===== src/rtl/dreq_split.sv =====
// dreq_split: breaks one arbitrated data request into chunk requests that
// never exceed MAX_CHUNK bytes and never cross a 2^PAGE_BITS-byte boundary.
// The tag is copied to every chunk; `last` is only raised on the final chunk
// of a request that arrived with `last` set.
module dreq_split #(
  parameter int VADDR_BITS = 48,
  parameter int LEN_BITS   = 28,
  parameter int TAG_BITS   = 8,
  parameter int PAGE_BITS  = 12,
  parameter int MAX_CHUNK  = 4096
) (
  input  logic                  aclk,
  input  logic                  aresetn,
  input  logic                  s_req_valid,
  output logic                  s_req_ready,
  input  logic [VADDR_BITS-1:0] s_req_vaddr,
  input  logic [LEN_BITS-1:0]   s_req_len,
  input  logic                  s_req_last,
  input  logic [TAG_BITS-1:0]   s_req_tag,
  output logic                  m_req_valid,
  input  logic                  m_req_ready,
  output logic [VADDR_BITS-1:0] m_req_vaddr,
  output logic [LEN_BITS-1:0]   m_req_len,
  output logic                  m_req_last,
  output logic [TAG_BITS-1:0]   m_req_tag,
  output logic [15:0]           m_req_idx
);

  // One extra bit so a full page of room (2^PAGE_BITS) is representable
  // even when PAGE_BITS == LEN_BITS.
  localparam int LW = LEN_BITS + 1;
  localparam logic [LW-1:0] PAGE_SIZE = LW'(1) << PAGE_BITS;
  localparam logic [LW-1:0] MAX_LW    = LW'(MAX_CHUNK);

  typedef enum logic {
    IDLE  = 1'b0,
    SPLIT = 1'b1
  } state_t;

  state_t                state_q, state_d;
  logic [VADDR_BITS-1:0] cur_addr_q, cur_addr_d;
  logic [LEN_BITS-1:0]   rem_len_q, rem_len_d;
  logic [15:0]           idx_q, idx_d;
  logic [TAG_BITS-1:0]   tag_q, tag_d;
  logic                  last_q, last_d;

  logic [LEN_BITS-1:0]   chunk;
  logic                  chunk_final;

  // min(remaining, MAX_CHUNK, room to the next page boundary); the result
  // never exceeds `rem`, so dropping the guard bit loses nothing.
  function automatic logic [LEN_BITS-1:0] chunk_len(
    input logic [LEN_BITS-1:0]  rem,
    input logic [PAGE_BITS-1:0] page_off
  );
    logic [LW-1:0] room;
    logic [LW-1:0] c;
    room = PAGE_SIZE - LW'(page_off);
    c    = {1'b0, rem};
    if (MAX_LW < c) c = MAX_LW;
    if (room < c)   c = room;
    return c[LEN_BITS-1:0];
  endfunction

  // Chunk sizing from registered state only, so outputs have no path from inputs.
  always_comb begin
    chunk       = chunk_len(rem_len_q, cur_addr_q[PAGE_BITS-1:0]);
    chunk_final = (chunk == rem_len_q);
  end

  assign s_req_ready = (state_q == IDLE) && aresetn;
  assign m_req_valid = (state_q == SPLIT);
  assign m_req_vaddr = cur_addr_q;
  assign m_req_len   = chunk;
  assign m_req_last  = last_q && chunk_final;
  assign m_req_tag   = tag_q;
  assign m_req_idx   = idx_q;

  // Next-state: latch a request in IDLE, advance one chunk per handshake in SPLIT.
  always_comb begin
    state_d    = state_q;
    cur_addr_d = cur_addr_q;
    rem_len_d  = rem_len_q;
    idx_d      = idx_q;
    tag_d      = tag_q;
    last_d     = last_q;
    unique case (state_q)
      IDLE: begin
        if (s_req_valid) begin
          cur_addr_d = s_req_vaddr;
          rem_len_d  = s_req_len;
          last_d     = s_req_last;
          tag_d      = s_req_tag;
          idx_d      = '0;
          state_d    = SPLIT;
        end
      end
      SPLIT: begin
        if (m_req_ready) begin
          if (chunk_final) begin
            state_d = IDLE;
          end else begin
            cur_addr_d = cur_addr_q + VADDR_BITS'(chunk);
            rem_len_d  = rem_len_q - chunk;
            idx_d      = idx_q + 16'd1;
          end
        end
      end
      default: state_d = IDLE;
    endcase
  end

  // State and working registers; reset abandons any request in flight.
  always_ff @(posedge aclk) begin
    if (!aresetn) begin
      state_q    <= IDLE;
      cur_addr_q <= '0;
      rem_len_q  <= '0;
      idx_q      <= '0;
      tag_q      <= '0;
      last_q     <= 1'b0;
    end else begin
      state_q    <= state_d;
      cur_addr_q <= cur_addr_d;
      rem_len_q  <= rem_len_d;
      idx_q      <= idx_d;
      tag_q      <= tag_d;
      last_q     <= last_d;
    end
  end

endmodule

===== config.mk =====
export PLATFORM = sky130hd
export DESIGN_NAME = dreq_split
export DESIGN_NICKNAME = d
export VERILOG_FILES = /design/src/rtl/dreq_split.sv
export SDC_FILE = /design/constraint.sdc
export NUM_CORES = 1
export LEC_CHECK = 0
export BUFFER_PORTS_ARGS = -buffer_cell sky130_fd_sc_hd__buf_2
export CORE_MARGIN = 2
export CORE_UTILIZATION = 32
export DETAILED_ROUTE_END_ITERATION = 12
export PLACE_DENSITY = 0.61
export SYNTH_ARGS = -nofsm -noshare
export SYNTH_HDL_FRONTEND = slang
export SYNTH_SLANG_ARGS = --single-unit

===== constraint.sdc =====
create_clock -name aclk -period 8 [get_ports aclk]
set_clock_uncertainty 0.15 [all_clocks]
set_input_delay 2.4 -clock aclk [delete_from_list [all_inputs] [get_ports aclk]]
set_output_delay 2.4 -clock aclk [all_outputs]
set_load 0.01 [all_outputs]

==> results.toml <==
[finish]
layout_commonest_cell = "buf_2"
fin_nets = 1465
regArea_um2 = 2046
fin_util_pct = 38.32
layout_common_cells = "buf_2 (176), a21oi_1 (115), nand2_1 (115)"
fill_cells = 2870
antennaDiodeCount = 0
syn2layout_area_growth_pct = 16.93
multi_input_area_um2 = 6466
layout-drive-gt1-share_pct = 20.03

[setup_path]
slowest_stage = "nor4_1"
crit_fanout = 24
arrival_ps = 5080
cp-end-kind = "output pin"
critPathMaxStageDelay_ps = 410
rr_worst_depth = 26
reg2reg_to = "rem_len_q[24]$_SDFFE_PN0P_"
cp.depth = 21
crit_chain = "nor4_1 -> nand4_1 -> a21oi_1 -> buf_4 -> nand2_1 -> ha_1 -> a21o_1 -> a21o_1 -> a21o_1 -> a21oi_1 -> o21ai_0 -> o31ai_1 -> nand2b_1 -> buf_6 -> mux2_1 -> ha_1 -> nand4_1 -> nor3_2 -> nand4_1 -> nor2_1 -> buf_2"
r2r_start = "rem_len_q[19]$_SDFFE_PN0P_"
critPathLaunchType = "flop"
required_ps = 5450
cpLargestDelayFamily = "simple AND/OR/NAND/NOR gates"
path_class = "reg2out"
crit_buf_inv = 3
r2r_setup_slack_ps = 1560

[sta]
hold_slack_ps = 306.4
setup_slack_ps = 371.5
fmaxAchievable_ghz = 0.1311
finalHoldViolations = 0
tightestPinTransition_ps = 913.8
finalCritPeriodShare_pct = 95.36
tns_ps = 0
final_max_slew_viol_count = 0
max_slew_margin_pct = 38.95
rsz0062_at_grt = "false"
setup-violations-final = 0
post-route-min-period_ps = 7628

[global_route]
grt_pass1_wl_mm = 46.08
grt_pass1_vias = 8676
track_usage_pct = 19.84
antenna_found_initial = 0
globalRoute.totalOverflow = 0
grt_max_degree = 75

[power_and_ir_drop]
p_leak_nw = 4.490
cellPowerDensity_nw_per_um2 = 208.9
peakVddDrop_mv = 0.07807
power_mw = 2.170

[floorplan]
die_w_um = 170.6
dieArea_um2 = 29110
start_util_pct = 32.77
rows = 60
fp.dieH_um = 170.6
coreArea_um2 = 27100
io_pins = 192

[status]
outcome = "finished, final reports clean"

[detailed_routing]
wl_mm = 29.18
drtAntennaViolNets = 0
vias = 9022
viasPerCell = 5.370
drtIter0Drc = 640
wire_per_inst_um = 17.37
first_pass_iters = 5
drc = 0

[clocking]
ctsHoldBuffers = 0
root_buffer = "clkbuf_16"
cts.sinks = 102
insertion_delay_ps = 370
cts_buffers = 9
htreeDepth = 3
clk_path_buf_depth = 2
clk_pin_slew_worst_paths_ps = 90
cts_tree = "yes"

[hold_path]
hold_path_class = "reg2reg"
min_from = "m_req_tag[6]$_SDFFE_PN0P_"
hold_path_end = "m_req_tag[6]$_SDFFE_PN0P_"
min_path_cells = 2

[synthesis]
avgSynthCellArea_um2 = 7.805
synthArstFlopShare_pct = 0
netlist_instances = 1138
synth-main-ff-cell = "dfxtp_1"
synth_cell_types = 89
synth_enable_flop_cells = 0
seq_area_frac_synth_pct = 22.99
ys_warn_count = 0
ys_ff_latch = 102
syn_area_um2 = 8882

[place]
port_buffers = 176
post-place-ws_ps = 690.4
routabilityCongestion = 0.9025
place_hpwl_mm = 21.67

[run]
cap_violations = 0
-- cell families (layout without fill, tap and decap cells) --
family	count (synthesis)	in the layout	synth area share [%]
AOI/OAI and AO/OA	379	379	29.02
and+or+nand+nor	368	368	20.36
buffers and inverters	113	241	6.311
DFF	102	102	22.99
adders and majority gates	73	73	10.45
xor gates and xnor gates	56	56	5.522
muxes	45	45	5.268
other	2	44	0.08455
-- cell type report --
type / instances / share of cell area (%)
Sequential cell: 102 / 19.70
Inverter: 39 / 1.409
Multi-Input combinational cell: 965 / 62.26
Timing Repair Buffer: 186 / 9.360
Clock buffer: 9 / 2.168
Clock inverter: 7 / 0.6264
Tap cell: 372 / 4.481
-- layer usage --
layer	global-route usage (%)	up-vias	share of wire, %
met5	0	-	0
met4	7.507	0	2.6
met3	2.244	43	3.7
met2	32.58	203	47
met1	26.68	4269	47
li1	-	4507	-
-- Yosys cell counts (17+ instances only) --
master	instances	area share, %
a21oi_1	116	6.5
nand2_1	115	4.9
dfxtp_1	102	23
nor2_1	81	3.4
ha_1	71	10
o21ai_0	69	3.9
inv_1	39	1.6
clkbuf_1	36	1.5
nand3_1	35	2.0
xnor2_1	35	3.5
mux2i_1	31	3.5
a211oi_1	30	2.5
a21o_1	23	1.9
xor2_1	21	2.1
a31oi_1	19	1.3
nor3_1	19	1.1
nand4_1	18	1.3
and3_1	17	1.2
buf_4	17	1.4
-- metrics by stage --
step                cell area (um2)  instances
floorplan                      9040       1180
global placement              10080       1664
detailed placement            10080       1664
CTS                           10370       1680
global route                  10390       1680
finish                        10390       1680
-- what timing repair did --
item	4_1_cts	5_1_grt
buffers inserted	0	0
endpoints found under the setup margin	0	1
gates resized for setup	0	4
-- where the power goes --
part           switching [mW]  total (mW)  internal (mW)  leakage [nW]
combinational           0.645        1.10          0.453          3.50
clock                   0.237       0.458          0.220         0.146
sequential             0.0612       0.614          0.553         0.841
total                   0.943        2.17           1.23          4.49
-- sequential cells by signal (all words and copies together), names as in the netlist --
| name | cells |
|---|---|
| m_req_idx | 16 |
| m_req_tag | 8 |
| last_q | 1 |
| rem_len_q | 28 |
| m_req_vaddr | 48 |
| m_req_valid | 1 |
-- worst max path at each step --
stage	startpoint	end	slack, ps
2_1_floorplan	rem_len_q[27]$_SDFFE_PN0P_	m_req_last	1260
3_3_place_gp	rem_len_q[19]$_SDFFE_PN0P_	m_req_last	700
3_5_place_dp	rem_len_q[19]$_SDFFE_PN0P_	m_req_last	690
4_1_cts	rem_len_q[19]$_SDFFE_PN0P_	m_req_last	260
5_1_grt	rem_len_q[19]$_SDFFE_PN0P_	m_req_last	70
6_report	rem_len_q[19]$_SDFFE_PN0P_	m_req_last	370
-- worst register-to-register path: stages (launching register included) --
cell and delay (ps):
dfxtp_1 340, nor4_1 410, nand4_1 220, a21oi_1 160
buf_4 210, nand2_1 110, ha_1 300, a21o_1 160
a21o_1 160, a21o_1 170, a21oi_1 120, o21ai_0 80
o31ai_1 200, nand2b_1 130, buf_6 220, mux2i_1 340
ha_1 240, inv_1 50, fa_1 400, a21oi_1 240
o21ai_1 140, a311oi_1 430, o31ai_2 210, a311oi_2 410
o21bai_1 170, a2111oi_0 440, nor3_1 100
No activity file was read; power rests on OpenSTA's default activity.
